`config.mk`:
```
export PLATFORM = sky130hd
export DESIGN_NAME = permutation_sequencer
export DESIGN_NICKNAME = d
export VERILOG_FILES = /design/src/rtl/ascon_pack.sv /design/src/rtl/round_counter.sv /design/src/rtl/permutation_sequencer.sv
export SDC_FILE = /design/constraint.sdc
export NUM_CORES = 1
export LEC_CHECK = 0
export ABC_CLOCK_PERIOD_IN_PS = 1800
export BUFFER_PORTS_ARGS = -buffer_cell sky130_fd_sc_hd__buf_4
export CAP_MARGIN = 0
export CORE_AREA = 2 2 502 504
export CTS_CLUSTER_SIZE = 25
export DETAILED_ROUTE_END_ITERATION = 16
export DIE_AREA = 0 0 504 506
export GPL_TIMING_DRIVEN = 0
export PLACE_DENSITY_LB_ADDON = 0.25
export SYNTH_ARGS = -nofsm -noshare
export SYNTH_HDL_FRONTEND = slang
export SYNTH_HIERARCHICAL = 1
export SYNTH_SLANG_ARGS = --single-unit
export TNS_END_PERCENT = 100
```
`constraint.sdc`:
```
create_clock -name clock_i -period 1.8 [get_ports clock_i]
set_input_delay 0.09 -clock clock_i [delete_from_list [all_inputs] [get_ports clock_i]]
set_output_delay 0.09 -clock clock_i [all_outputs]
set_load 0.005 [all_outputs]
```
`src/rtl/ascon_pack.sv`:
```
// Shared ASCON types: 320-bit permutation state, round-constant table,
// last-round index and the permutation sequencer FSM encoding.
package ascon_pack;

    typedef struct packed {
        logic [63:0] x0;
        logic [63:0] x1;
        logic [63:0] x2;
        logic [63:0] x3;
        logic [63:0] x4;
    } type_state;

    localparam logic [3:0] ROUND_MAX = 4'd11;

    typedef enum logic [1:0] {
        IDLE,
        RUN,
        DONE
    } type_perm_fsm;

    function automatic logic [7:0] round_constant(input logic [3:0] round);
        logic [7:0] c;
        case (round)
            4'd0:    c = 8'hf0;
            4'd1:    c = 8'he1;
            4'd2:    c = 8'hd2;
            4'd3:    c = 8'hc3;
            4'd4:    c = 8'hb4;
            4'd5:    c = 8'ha5;
            4'd6:    c = 8'h96;
            4'd7:    c = 8'h87;
            4'd8:    c = 8'h78;
            4'd9:    c = 8'h69;
            4'd10:   c = 8'h5a;
            4'd11:   c = 8'h4b;
            default: c = 8'h00;
        endcase
        return c;
    endfunction

endpackage

```
`src/rtl/round_counter.sv`:
```
// 4-bit round counter: loadable, counts up when enabled, saturates at
// ROUND_MAX. Ports: clock/reset, load_i+load_value_i, enable_i, count_o, last_o.
module round_counter
    import ascon_pack::*;
(
    input  logic       clock_i,
    input  logic       resetb_i,
    input  logic       load_i,
    input  logic [3:0] load_value_i,
    input  logic       enable_i,
    output logic [3:0] count_o,
    output logic       last_o
);

    logic [3:0] count_q;

    always_ff @(posedge clock_i or negedge resetb_i) begin
        if (!resetb_i) begin
            count_q <= 4'd0;
        end else if (load_i) begin
            count_q <= load_value_i;
        end else if (enable_i && (count_q != ROUND_MAX)) begin
            count_q <= count_q + 4'd1;
        end
    end

    assign count_o = count_q;
    assign last_o  = (count_q == ROUND_MAX);

endmodule

```
`src/rtl/permutation_sequencer.sv`:
```
// Iterative ASCON p^a / p^b controller: owns the state register and round
// counter, feeds the external round chain and pulses done_o on completion.
// Ports: clock_i, resetb_i, start_i, mode_i, init_state_i, round_state_i,
// state_o, round_o, busy_o, done_o, result_o.
module permutation_sequencer
    import ascon_pack::*;
#(
    parameter int ROUNDS_A = 12,
    parameter int ROUNDS_B = 6
) (
    input  logic       clock_i,
    input  logic       resetb_i,
    input  logic       start_i,
    input  logic       mode_i,
    input  type_state  init_state_i,
    input  type_state  round_state_i,
    output type_state  state_o,
    output logic [3:0] round_o,
    output logic       busy_o,
    output logic       done_o,
    output type_state  result_o
);

    // Shorter permutations start later in the constant table so the
    // last round always uses index 11.
    localparam logic [3:0] START_A = 4'(12 - ROUNDS_A);
    localparam logic [3:0] START_B = 4'(12 - ROUNDS_B);

    type_perm_fsm fsm_q;
    type_perm_fsm fsm_d;
    type_state    state_q;
    logic         load;
    logic         step;
    logic         last;
    logic [3:0]   count;
    logic [3:0]   load_value;

    assign load_value = mode_i ? START_B : START_A;

    round_counter u_round_counter (
        .clock_i      (clock_i),
        .resetb_i     (resetb_i),
        .load_i       (load),
        .load_value_i (load_value),
        .enable_i     (step),
        .count_o      (count),
        .last_o       (last)
    );

    always_ff @(posedge clock_i or negedge resetb_i) begin
        if (!resetb_i) begin
            fsm_q <= IDLE;
        end else begin
            fsm_q <= fsm_d;
        end
    end

    always_ff @(posedge clock_i or negedge resetb_i) begin
        if (!resetb_i) begin
            state_q <= '0;
        end else if (load) begin
            state_q <= init_state_i;
        end else if (step) begin
            state_q <= round_state_i;
        end
    end

    always_comb begin
        fsm_d = fsm_q;
        load  = 1'b0;
        step  = 1'b0;
        unique case (fsm_q)
            IDLE: begin
                if (start_i) begin
                    load  = 1'b1;
                    fsm_d = RUN;
                end
            end
            RUN: begin
                step = 1'b1;
                if (last) begin
                    fsm_d = DONE;
                end
            end
            DONE: begin
                // A start here chains the next permutation with no bubble.
                if (start_i) begin
                    load  = 1'b1;
                    fsm_d = RUN;
                end else begin
                    fsm_d = IDLE;
                end
            end
            default: begin
                fsm_d = IDLE;
            end
        endcase
    end

    assign state_o  = state_q;
    assign result_o = state_q;
    assign round_o  = count;
    assign busy_o   = (fsm_q == RUN);
    assign done_o   = (fsm_q == DONE);

endmodule

```
* Yosys cells after proc, flatten, opt, wreduce, memory -nomap -nowiden
Cells that the tools add are included.
Word-level totals: word-level logic and storage cells 32, flip-flop bits (word level) 326, output and inout port bits 646, input port bits 644
Cells by class: eq/ne operators 6, add/sub/neg operators 1, reductions and logical operators 6, multiplexer cells 12
Operators with widths (count):
- $mux W320 | 2
- $mux W4 | 2
- $pmux W2 S3 | 1
- $add A4 B1 Y4 const B | 1
- $eq A4 B4 Y1 const B | 1
- $mux W1 | 4
- $mux W2 | 2
- $ne A4 B4 Y1 const B | 1
- $reduce_bool A2 Y1 | 2
- $mux W3 | 1
- $eq A2 B1 Y1 const B | 1
- $eq A2 B2 Y1 const B | 1
- $logic_not A2 Y1 | 1
- $ne A2 B1 Y1 const B | 1
- $ne A2 B2 Y1 const B | 1
- $reduce_and A2 Y1 | 1
- $reduce_or A2 Y1 | 1
- $logic_and A1 B1 Y1 | 1

* Depth between registers and ports, before layout
Gate-level depths: netlist of run 1.
depth after elaboration 5, gate-level depth with buffers 7, depth with buffers taken out 5

* Modules after synthesis
The synthesis of run 1 kept the hierarchy.
By module, submodules not included:
- permutation_sequencer | sequential area each 8057.7 um^2, area each 21132.8 um^2, cells an instance 1717, instances 1
- round_counter | sequential area each 100.1 um^2, area each 261.5 um^2, cells an instance 26, instances 1

* Worst setup path before layout of run 1
OpenSTA, ideal clock, no wires.
path kind reg-to-reg, start point register fsm_q[1], end point register u_round_counter.count_q[3], in the netlist u_round_counter/count_o[3], library setup time 0.125 ns, stages on the path, launching flop included 7, arrival time 1.561 ns, clock period less this slack 1.686 ns, buffers on the path 2, slack 0.114 ns, data required time 1.675 ns, cells stage by stage dfrtp_1 -> buf_4 -> buf_8 -> nor2b_1 -> nand4_1 -> xnor2_1 -> mux2_2
Between the ends: longest elaborated chain between the ends 4, elaborated cells on any way between the ends 9, those cells by class 2 x eq/ne; 3 x mux; 4 x reduce/logical
RTL lines:
- from (decl) | RTL line permutation_sequencer.sv:29 | type_perm_fsm fsm_q;
- from (signal assigned) | RTL line permutation_sequencer.sv:54 | fsm_q <= fsm_d;
- $eq A2 B1 Y1
- named net busy_o | RTL line permutation_sequencer.sv:19 | output logic busy_o,
- $mux W1 | RTL line permutation_sequencer.sv:72 | unique case (fsm_q)
- $logic_and A1 B1 Y1 | RTL line round_counter.sv:22 | end else if (enable_i && (count_q != ROUND_MAX)) begin
- $reduce_bool A2 Y1 (no line)
- to (signal assigned) | RTL line round_counter.sv:21 | count_q <= load_value_i;
- to (signal assigned) | RTL line round_counter.sv:23 | count_q <= count_q + 4'd1;
- to (decl) | RTL line round_counter.sv:15 | logic [3:0] count_q;
The timed path passes the listed nets, and every way through them passes these cells. A chain may end at the register's enable or synchronous reset.

* Final worst setup path of run 1
start point register fsm_q[1], end point output done_o
Between the ends: longest elaborated chain between the ends 1
RTL lines:
- $eq A2 B2 Y1 | RTL line permutation_sequencer.sv:104 | assign done_o = (fsm_q == DONE);
- to (decl) | RTL line permutation_sequencer.sv:20 | output logic done_o,
Every way passes these cells.

==> parameters.txt, run 1 <==
Parameter                              Value

Outcome
  Run status ... finished, final reports clean

GRT
  Global-route congestion overflow total ... 0
  Initial antenna violation count ... 79
  Pin count of the biggest net entering global routing ... 85
  Global-route wire length before repair ... 233000 microns
  Vias in the first global route ... 23900
  Overall routing resource usage ... 13.6%

CTS
  Clock buffer depth ... 3
  H-Tree Depth ... 2
  Clock tree from TritonCTS ... built
  Root buffer cell ... sky130_fd_sc_hd__clkbuf_16
  CTS sink count ... 326
  Total CTS buffers ... 51
  Clock-pin slew of the registers on the worst-case setup and hold paths ... 0.06 ns
  Worst-skew pair later-pin latency ... 0.68 ns

Setup path
  Crit path largest cell delay ... 0.39 ns
  Critical path buffer and inverter count ... 4
  CP max FO ... 3
  Type of element launching the critical path ... flip-flop
  Top delay family on crit path ... buffers and inverters
  Crit-path most repeated cell ... sky130_fd_sc_hd__buf_12
  Data arrival time at the worst-slack endpoint ... 1.69 ns
  Slowest cell on crit path ... sky130_fd_sc_hd__dfrtp_1
  Required time of the critical path ... 1.71 ns
  Cell-by-cell listing of the critical path ... buf_12 > buf_16 > buf_12 > nor2b_4 > buf_6
  Type of the worst setup path ... reg2out
  Worst Setup End Kind ... output port

Drt
  Wirelength, routed ... 181000 microns
  DR vias ... 22100
  DRC violation count after routing ... 0
  Detailed-routing iteration count for the pre-antenna-repair pass ... 5
  Number of DRC markers after the initial detailed-route iteration ... 987
  Via density per instance ... 3.09
  Post-route antenna net violation count ... 0
  Routed length per placed instance ... 25.3 microns

Synthesis
  Netlist cell types ... 25
  Async SR Flop Fraction ... 100%
  Cell count after synthesis ... 1743
  Sequential element share of the synthesized area ... 38.1%
  Area of the mapped netlist ... 21400 sq um
  Post-synth EDFFs ... 0
  Top FF cell, synth ... sky130_fd_sc_hd__dfrtp_1
  Cell types occupying the most area after synthesis ... sky130_fd_sc_hd__mux2i_1, sky130_fd_sc_hd__dfrtp_1, sky130_fd_sc_hd__buf_4
  Fraction of synthesized cell area taken by the top area cell type ... 45.0%
  Synthesis Warnings ... 6
  Dominant cell type by area after synthesis ... sky130_fd_sc_hd__mux2i_1
  Average cell area after synthesis ... 12.3 sq um
  Register bit total from synthesis ... 326

Placement
  Port Buffers ... 1288
  Placed Cells incl. Taps ... 6383
  Placed wire-length estimate after detailed placement ... 154000 microns
  Last weighted congestion value of the routability-driven placer ... 0.917

Power
  Static leakage ... 20.7 nW
  Max rail drop VDD ... 0.805 mV
  Total power ... 0.0593 W
  Total power per unit cell area ... 1360 nW/um^2

Worst hold path
  Worst min-delay path category ... in2async

Timing
  Final period util ... 99.1%
  Setup Viol. Count Final ... 0
  Worst-margin pin slew ... 0.832 ns
  Total Neg Setup Slack ... 0 ns
  Normalized max-slew margin ... 44.5%
  Final critical-path required period ... 1.78 ns
  Setup repair after global routing missed its margin ... yes
  Top achievable clock speed ... 560 MHz
  Number of hold violations in the final report ... 0
  Max-slew violations ... 0
  Fin Clk Skew ... 0.0328 ns

Floorplan
  Floorplan core area ... 250000 sq um
  X dimension of the die ... 504 microns
  Chip Height ... 506 microns
  I/O pin count ... 1290
  Effective utilization at floorplan ... 8.56%
  Site Rows ... 184
  Die Outline Area ... 255000 sq um

Final layout
  Final Net Count ... 4381
  Proportion of layout cells with a drive suffix above 1 ... 48.0%
  Number of standard cells in the layout, taps in and fillers out ... 7146
  Area Growth Syn to Fin ... 104%

Flow run
  # Max-Cap Violations ... 0
-- registers in the layout, indices dropped and copies added (netlist names) --
| name | flops |
|---|---|
| result_o | 320 |
| fsm_q | 2 |
| u_round_counter/count_o | 4 |
-- logic make-up after synthesis --
group | share of synthesized area (%)
and+or+nand+nor | 0.374
other | 0.0175
buffers and inverters | 16.1
xor gates and xnor gates | 0.0409
adders and majority gates | 0.0585
muxes | 45.1
AOI/OAI and AO/OA | 0.211
DFF | 38.1
-- stage by stage --
step	setup slack [ns]	hold WS (ns)	util, %	cell area, sq um
after floorplan	0.114	-0.206	-	21400
after global placement	-3.88	0.326	14.1	35300
after detailed placement	-0.304	0.205	14.1	35300
after CTS	-0.0975	0.0239	17.4	43500
after global routing	-0.0825	0.0875	17.4	43600
final	0.0153	0.0634	17.4	43600
-- power breakdown --
group	total (W)	leakage [nW]	internal [W]	switching, W
registers	0.0160	3.79	0.0104	0.00558
logic	0.0330	16.1	0.0177	0.0153
clock network	0.0102	0.777	0.00591	0.00432
total	0.0593	20.7	0.0341	0.0252
-- final timing paths --
kind                            slack (ns)  depth (start not counted)           from            end
worst max register to register        0.07                          6       fsm_q[1]  result_o[126]
worst min-delay path                  0.06                          2       resetb_i  result_o[104]
min in group clock_i                  0.18                          4        start_i  result_o[314]
max in group asynchronous             0.54                          3       resetb_i  result_o[249]
worst max-delay path                  0.02                          5       fsm_q[1]         done_o
worst min register to register        0.62                          2  result_o[182]  result_o[182]
-- routing by layer --
metal	vias up	track usage (%)	part of all wire (%)
met3	201	5.99	10
li1	9932	-	-
met5	-	0	0.19
met1	10900	16.5	42
met2	1048	21.8	45
met4	54	3.65	2.8
-- worst register-to-register path, cell delays in order (launching register included) --
cell	delay [ns]
sky130_fd_sc_hd__dfrtp_1	0.37
sky130_fd_sc_hd__buf_12	0.12
sky130_fd_sc_hd__buf_12	0.15
sky130_fd_sc_hd__buf_8	0.25
sky130_fd_sc_hd__buf_6	0.28
sky130_fd_sc_hd__mux2i_1	0.31
sky130_fd_sc_hd__mux2i_1	0.11
-- what timing repair did --
item / 4_1_cts / 5_1_grt
buffers inserted: 6 / 0
endpoints found under the setup margin: 215 / 23
hold buffers: 642 / 0
hold endpoints to repair: 405 / 0
resized for setup: 28 / 8
-- final cells by class --
type | count | area [sq um]
Clock buffer | 76 | 1440
Buffer | 429 | 3500
Timing Repair Buffer | 1939 | 16300
Tap cell | 3348 | 4190
Sequential cell | 326 | 8170
Multi-Input combinational cell | 985 | 9810
Antenna cell | 28 | 70.1
Inverter | 4 | 15.0
Fill cell | 28100 | 206000
Clock inverter | 11 | 153
-- layout by cell type, fill, tap and decap left out, types with 3 or more instances in the layout --
cell type and n:
sky130_fd_sc_hd__clkbuf_16 52, sky130_fd_sc_hd__clkinv_2 4, sky130_fd_sc_hd__mux2i_1 961, sky130_fd_sc_hd__diode_2 28, sky130_fd_sc_hd__nand2_1 3, sky130_fd_sc_hd__clkbuf_8 5, sky130_fd_sc_hd__buf_16 4, sky130_fd_sc_hd__clkbuf_4 6
sky130_fd_sc_hd__clkbuf_1 19, sky130_fd_sc_hd__dlygate4sd3_1 642, sky130_fd_sc_hd__buf_2 25, sky130_fd_sc_hd__buf_4 1623, sky130_fd_sc_hd__buf_6 44, sky130_fd_sc_hd__bufinv_16 3, sky130_fd_sc_hd__dfrtp_1 317, sky130_fd_sc_hd__inv_1 4
sky130_fd_sc_hd__dfrtp_2 9, sky130_fd_sc_hd__buf_12 3, sky130_fd_sc_hd__buf_8 20
-- cells in the mapped netlist, types with 3 or more instances --
library cell / number
sky130_fd_sc_hd__mux2i_1: 962
sky130_fd_sc_hd__buf_4: 328
sky130_fd_sc_hd__dfrtp_1: 326
sky130_fd_sc_hd__buf_6: 42
sky130_fd_sc_hd__buf_2: 38
sky130_fd_sc_hd__buf_8: 20
sky130_fd_sc_hd__inv_1: 4
sky130_fd_sc_hd__nor2b_1: 4
sky130_fd_sc_hd__nand2_1: 3
(Power assumes the default switching activity.)
==> run 2, diff against run 1 <==
--- a/config.mk
+++ b/config.mk
@@ -9,10 +9,11 @@
 export BUFFER_PORTS_ARGS = -buffer_cell sky130_fd_sc_hd__buf_4
 export CAP_MARGIN = 0
-export CORE_AREA = 2 2 502 504
+export CORE_AREA = 2 2 500 502
 export CTS_CLUSTER_SIZE = 25
 export DETAILED_ROUTE_END_ITERATION = 16
-export DIE_AREA = 0 0 504 506
+export DIE_AREA = 0 0 502 504
 export GPL_TIMING_DRIVEN = 0
 export PLACE_DENSITY_LB_ADDON = 0.25
+export REMOVE_ABC_BUFFERS = 1
 export SYNTH_ARGS = -nofsm -noshare
 export SYNTH_HDL_FRONTEND = slang
==> constraint.sdc (replaced) <==
create_clock -name clock_i -period 1.8 [get_ports clock_i]
set_input_delay 0.36 -clock clock_i [delete_from_list [all_inputs] [get_ports clock_i]]
set_output_delay 0.36 -clock clock_i [all_outputs]
set_load 0.005 [all_outputs]
==> parameters.txt, run 2 (synthesized netlist as in run 1, its figures left out) <==
Parameter                              Value

Setup path
  Slowest cell on crit path ... sky130_fd_sc_hd__dfrtp_4
  Cells on worst reg2reg path ... 10 (+4)
  Worst Setup End Kind ... output port
  Cell count along the critical path ... 4 (-1)
  Required time of the critical path ... 1.44 ns (-0.27 ns)
  Data arrival time at the worst-slack endpoint ... 1.76 ns (+0.07 ns)
  Critical path buffer and inverter count ... 3 (-1)
  Crit path largest cell delay ... 0.53 ns (+0.14 ns)
  Cell-by-cell listing of the critical path ... buf_16 > buf_16 > nor2b_1 > buf_4
  Top delay family on crit path ... flip-flops
  Crit-path most repeated cell ... sky130_fd_sc_hd__buf_16
  Type of element launching the critical path ... flip-flop
  CP max FO ... 3 (unchanged)
  R2r setup slk ... -0.27 ns (-0.34 ns)
  Type of the worst setup path ... reg2out

CTS
  Root buffer cell ... sky130_fd_sc_hd__clkbuf_16
  CTS sink count ... 326 (unchanged)
  Worst-skew pair later-pin latency ... 0.69 ns (about the same)
  Clock tree from TritonCTS ... built
  Total CTS buffers ... 52 (+2.0%)
  Clock buffer depth ... 3 (unchanged)
  H-Tree Depth ... 2 (unchanged)
  Clock-pin slew of the registers on the worst-case setup and hold paths ... 0.07 ns (about the same)

Outcome
  Run status ... finished, violations left
  Violations in the final reports ... negative setup slack

Floorplan
  X dimension of the die ... 502 microns (-0.40%)
  Site Rows ... 183 (-0.54%)
  Die Outline Area ... 253000 sq um (-0.79%)
  I/O pin count ... 1290 (unchanged)
  Chip Height ... 504 microns (-0.40%)
  Effective utilization at floorplan ... 8.64% (+0.087 points)
  Floorplan core area ... 248000 sq um (-1.0%)

Timing
  Number of hold violations in the final report ... 0 (unchanged)
  Setup repair after global routing missed its margin ... yes
  Normalized max-slew margin ... 45.3% (+0.78 points)
  Max-slew violations ... 0 (unchanged)
  Worst-margin pin slew ... 0.797 ns (-0.0346 ns)
  Top achievable clock speed ... 472 MHz (-16%)
  Hold slack final ... 0.0793 ns (+0.0159 ns)
  Final worst slack ... -0.318 ns (-0.333 ns)
  Total Neg Setup Slack ... -19.29 ns (-19.29 ns)
  Final period util ... 118% (+19 points)
  Setup Viol. Count Final ... 136 (+136)
  Fin Clk Skew ... 0.0420 ns (+0.00926 ns)
  Final critical-path required period ... 2.12 ns (+0.333 ns)

GRT
  Vias in the first global route ... 22600 (-5.4%)
  Global-route wire length before repair ... 228000 microns (-2.2%)
  Initial antenna violation count ... 79 (unchanged)
  Overall routing resource usage ... 13.6% (about the same)
  Pin count of the biggest net entering global routing ... 86 (+1.2%)
  Global-route congestion overflow total ... 0 (unchanged)

Final layout
  Final Net Count ... 4059 (-7.3%)
  Most frequent standard cell in the layout excluding fill and tap cells ... sky130_fd_sc_hd__buf_4
  Finished layout cell area ... 43000 sq um (-1.4%)
  Max reg flops ... 320 (unchanged)
  Area Growth Syn to Fin ... 101%
  Commonest non-fill, non-tap cells in the layout ... sky130_fd_sc_hd__buf_4, sky130_fd_sc_hd__mux2i_1, sky130_fd_sc_hd__dlygate4sd3_1
  Proportion of layout cells with a drive suffix above 1 ... 46.3% (-1.6 points)
  Post-layout util ... 17.4% (-0.068 points)

Placement
  Last weighted congestion value of the routability-driven placer ... 0.863 (-5.8%)
  Port Buffers ... 1289 (+0.078%)
  Placement-stage cell area ... 32500 sq um (-8.1%)
  Placed wire-length estimate after detailed placement ... 141000 microns (-8.4%)

Drt
  Routed length per placed instance ... 26.8 microns (+5.8%)
  Wirelength, routed ... 183000 microns (+0.94%)
  Detailed-routing iteration count for the pre-antenna-repair pass ... 4 (-1)
  DR vias ... 21200 (-4.3%)
  Post-route antenna net violation count ... 0 (unchanged)
  DRC violation count after routing ... 0 (unchanged)
  Via density per instance ... 3.11 (+0.38%)
  Number of DRC markers after the initial detailed-route iteration ... 913 (-7.5%)

Power
  Total power ... 0.0594 W (+0.22%)
  Static leakage ... 19.8 nW (-4.3%)
  Total power per unit cell area ... 1380 nW/um^2 (+1.6%)
  Max rail drop VDD ... 0.731 mV (-9.3%)

Flow run
  # Max-Cap Violations ... 0 (unchanged)

Worst hold path
  Number of stages on the worst hold path ... 3
  Worst min-delay path category ... in2reg
[run 2: cell count changes in the layout (fill, tap and decap cells not counted), sizes merged]
cell,before,now
buf,1719,1396
bufbuf,0,10
bufinv,3,4
clkbuf,83,92
clkinvlp,0,2
diode,28,30
dlygate4sd3,642,627
inv,5,6
[run 2: routing by layer]
layer | up-vias | share of wire [%] | GRT usage, %
met2 | 1077 | 46 | 22.1
li1 | 9320 | - | -
met5 | - | 0.17 | 0
met4 | 48 | 3.2 | 4.05
met3 | 213 | 11 | 6.42
met1 | 10500 | 40 | 15.8
[run 2: worst paths after layout]
| path | from | endpoint |
|---|---|---|
| min in group asynchronous | resetb_i | result_o[180] |
| max in group asynchronous | resetb_i | result_o[297] |
| worst max-delay path | fsm_q[0] | done_o |
| worst max register to register | fsm_q[1] | result_o[138] |
| worst min-delay path | round_state_i[36] | result_o[36] |
| worst min register to register | result_o[171] | result_o[171] |
[run 2: layout make-up]
cell class                 instances  area (sq um)
fill                           27400        205000
clock buffer                      80          1560
clock inverter                    15           203
inverter                           4          15.0
multi-input combinational        985          9950
sequential                       326          8260
antenna                           30          75.1
tap                             3330          4170
timing repair buffer            2045         18800
[run 2: where the power goes]
part,switching [W],internal [W]
logic,0.0152,0.0167
registers,0.00570,0.0106
clock network,0.00465,0.00649
total,0.0256,0.0338
[run 2: tightest hold or removal path, cell delays in order]
cell and delay (ns):
sky130_fd_sc_hd__buf_4 0.12, sky130_fd_sc_hd__mux2i_1 0.07, sky130_fd_sc_hd__mux2i_1 0.14
[run 2: per-stage QoR]
step / setup slack, ns / std cells
finish: -0.318 / 6815
global route: -0.414 / 6799
CTS: -0.419 / 6763
detailed placement: -1.23 / 5958
global placement: -20.34 / 5934
floorplan: -10.39 / 1315
[run 2: what timing repair did]
action / 4_1_cts / 5_1_grt
endpoints found under the hold margin: 482 / 0
hold buffers: 627 / 0
endpoints found under the setup margin: 391 / 166
buffers inserted: 57 / 13
pin swaps: 0 / 0
gates resized for setup: 198 / 29
gates cloned: 29 / 13
==> run 3, diff against run 2 <==
- CORE_AREA: 2 2 500 502 -> 2 2 502 504
- DIE_AREA: 0 0 502 504 -> 0 0 504 506
==> parameters.txt, run 3 (synthesized netlist as in run 1, its figures left out) <==
Parameter                              Value

Setup path
  Worst Setup End Kind ... output port
  Type of the worst setup path ... reg2out
  R2r setup slk ... -0.18 ns (+0.09 ns)
  CP max FO ... 34 (+31)
  Cells on worst reg2reg path ... 6 (-4)
  Critical path launch point ... fsm_q[0]
  Required time of the critical path ... 1.44 ns (about the same)
  Startpoint of the most critical register-to-register path ... fsm_q[1]
  FF-to-FF End ... result_o[85]
  Type of element launching the critical path ... flip-flop
  Data arrival time at the worst-slack endpoint ... 1.74 ns (-0.02 ns)

CTS
  Root buffer cell ... sky130_fd_sc_hd__clkbuf_16
  Worst-skew pair later-pin latency ... 0.66 ns (-0.03 ns)
  Clock tree from TritonCTS ... built
  CTS sink count ... 326 (unchanged)
  Clock buffer depth ... 3 (unchanged)
  H-Tree Depth ... 2 (unchanged)
  Clock-pin slew of the registers on the worst-case setup and hold paths ... 0.06 ns (about the same)
  Total CTS buffers ... 51 (-1.9%)

Final layout
  Proportion of layout cells with a drive suffix above 1 ... 45.1% (-1.2 points)
  Final Net Count ... 4005 (-1.3%)
  Post-layout util ... 16.7% (-0.70 points)
  Area of all sequential standard cells ... 8260 sq um (about the same)
  Number of standard cells in the layout, taps in and fillers out ... 6767 (-0.70%)
  Commonest non-fill, non-tap cells in the layout ... sky130_fd_sc_hd__buf_4, sky130_fd_sc_hd__mux2i_1, sky130_fd_sc_hd__dlygate4sd3_1
  Number of fill cells in the layout ... 28100 (+2.2%)
  Most frequent standard cell in the layout excluding fill and tap cells ... sky130_fd_sc_hd__buf_4
  Multi-input gate area in the final layout ... 9910 sq um (-0.35%)
  Max reg flops ... 320 (unchanged)
  Area Growth Syn to Fin ... 94.8%

Timing
  Final critical-path required period ... 2.10 ns (-0.0204 ns)
  Hold slack final ... 0.0560 ns (-0.0233 ns)
  Number of hold violations in the final report ... 0 (unchanged)
  Fin Clk Skew ... 0.0189 ns (-0.0231 ns)
  Normalized max-slew margin ... 39.1% (-6.2 points)
  Final period util ... 117% (-1.1 points)
  Max-slew violations ... 0 (unchanged)
  Setup repair after global routing missed its margin ... yes
  Setup Viol. Count Final ... 14 (-90%)
  Final worst slack ... -0.298 ns (+0.0204 ns)
  Worst-margin pin slew ... 0.888 ns (+0.0906 ns)
  Total Neg Setup Slack ... -1.10 ns (+18.18 ns)
  Top achievable clock speed ... 477 MHz (+0.97%)

Floorplan
  Effective utilization at floorplan ... 8.56% (-0.087 points)
  X dimension of the die ... 504 microns (+0.40%)
  Die Outline Area ... 255000 sq um (+0.80%)
  Chip Height ... 506 microns (+0.40%)
  Floorplan core area ... 250000 sq um (+1.0%)
  I/O pin count ... 1290 (unchanged)
  Site Rows ... 184 (+0.55%)

Drt
  Number of DRC markers after the initial detailed-route iteration ... 952 (+4.3%)
  Via density per instance ... 3.07 (-1.1%)
  Wire length on met3 ... 19500 microns (-2.0%)
  Detailed-routing iteration count for the pre-antenna-repair pass ... 5 (+1)
  Highest routing layer actually used ... met5
  DR vias ... 20800 (-1.8%)
  Wirelength, routed ... 177000 microns (-3.4%)
  Routed met2 length ... 80700 microns (-3.4%)
  Post-route antenna net violation count ... 0 (unchanged)
  DRC violation count after routing ... 0 (unchanged)
  Routed length per placed instance ... 26.1 microns (-2.7%)
  DRT met1 WL ... 71900 microns (-1.9%)

Power
  Static leakage ... 19.2 nW (-3.0%)
  Comb power frac ... 52.9% (-0.9 points)
  Total power ... 0.0565 W (-5.0%)
  Part of the total power dissipated in sequential elements ... 28.5% (+1.1 points)
  P_int ... 0.0319 W (-5.7%)
  Total power per unit cell area ... 1350 nW/um^2 (-1.9%)
  Switching share of power ... 43.5% (+0.46 points)
  Max rail drop VDD ... 0.683 mV (-6.6%)
  Clk network pwr share ... 18.7% (about the same)
  Switch Pwr ... 0.0246 W (-3.9%)

GRT
  Pin count of the biggest net entering global routing ... 84 (-2.3%)
  Initial antenna violation count ... 81 (+2.5%)
  Vias in the first global route ... 22000 (-2.7%)
  Global-route congestion overflow total ... 0 (unchanged)
  Global-route wire length before repair ... 226000 microns (-1.1%)
  Overall routing resource usage ... 13.2% (-0.40 points)

Outcome
  Violations in the final reports ... negative setup slack
  Run status ... finished, violations left

Worst hold path
  Hold Path Origin ... round_state_i[255]
  Worst min-delay path category ... in2reg
  Number of stages on the worst hold path ... 3 (unchanged)
  Endpoint of the worst hold path ... result_o[255]

Placement
  Port Buffers ... 1289 (unchanged)
  Placed wire-length estimate after detailed placement ... 141000 microns (+0.42%)
  Last weighted congestion value of the routability-driven placer ... 0.885 (+2.5%)
  Placed Cells incl. Taps ... 5976 (+0.30%)

Flow run
  # Max-Cap Violations ... 0 (unchanged)
-- run 3: changes by cell type in the layout (fill, tap and decap cells not counted), sizes merged --
cell | before | now
diode | 30 | 22
clkinv | 7 | 8
clkbuf | 92 | 83
bufinv | 4 | 2
clkinvlp | 2 | 1
bufbuf | 10 | 8
buf | 1396 | 1350
dlygate4sd3 | 627 | 628
-- run 3: routing by layer --
layer	up-vias	global-route usage (%)
li1	9194	-
met3	224	6.52
met4	72	2.79
met5	-	0
met2	1034	21.3
met1	10300	15.7
-- run 3: worst max-delay path by stage --
stage	end	cells after the start	slack, ns
final	done_o	3	-0.30
after global routing	done_o	3	-0.36
after CTS	done_o	4	-0.41
after detailed placement	u_round_counter/count_o[3]	5	-1.25
after global placement	result_o[291]	2	-20.02
after floorplan	u_round_counter/count_o[3]	4	-10.39
-- run 3: power groups by stage --
| stage | combinational, W | sequential (W) | clock [W] |
|---|---|---|---|
| global placement | 0.00985 | 0.0104 | 0 |
| global route | 0.0318 | 0.0166 | 0.0113 |
| finish | 0.0298 | 0.0161 | 0.0105 |
| CTS | 0.0305 | 0.0162 | 0.0111 |
| detailed placement | 0.0270 | 0.0163 | 0 |
| floorplan | 0.00391 | 0.0105 | 0 |
-- run 3: what timing repair did --
| item | 4_1_cts | 5_1_grt |
|---|---|---|
| cloned | 14 | 6 |
| endpoints found under the setup margin | 389 | 58 |
| resized for setup | 136 | 9 |
| setup buffers | 31 | 1 |
| hold buffers | 628 | 0 |
| pin swaps | 0 | 0 |
| hold endpoints to repair | 484 | 0 |
-- run 3: cell type report --
type	instances	share of cell area [%]
Timing Repair Buffer	1992	42.3
Multi-Input combinational cell	985	23.8
Inverter	4	0.0360
Tap cell	3348	10.1
Clock inverter	13	0.309
Clock buffer	77	3.61
Sequential cell	326	19.8
Antenna cell	22	0.132
-- run 3: critical path, cell delays in order, from the launching register on --
cell	delay, ns
sky130_fd_sc_hd__dfrtp_4	0.51
sky130_fd_sc_hd__buf_12	0.18
sky130_fd_sc_hd__nor2b_4	0.18
sky130_fd_sc_hd__buf_6	0.10
-- run 3: through the flow --
stage | setup slack, ns | cell area (sq um)
final | -0.298 | 41700
after CTS | -0.410 | 41500
after global placement | -20.02 | 31800
after floorplan | -10.39 | 18000
after global routing | -0.364 | 41600
after detailed placement | -1.25 | 32500
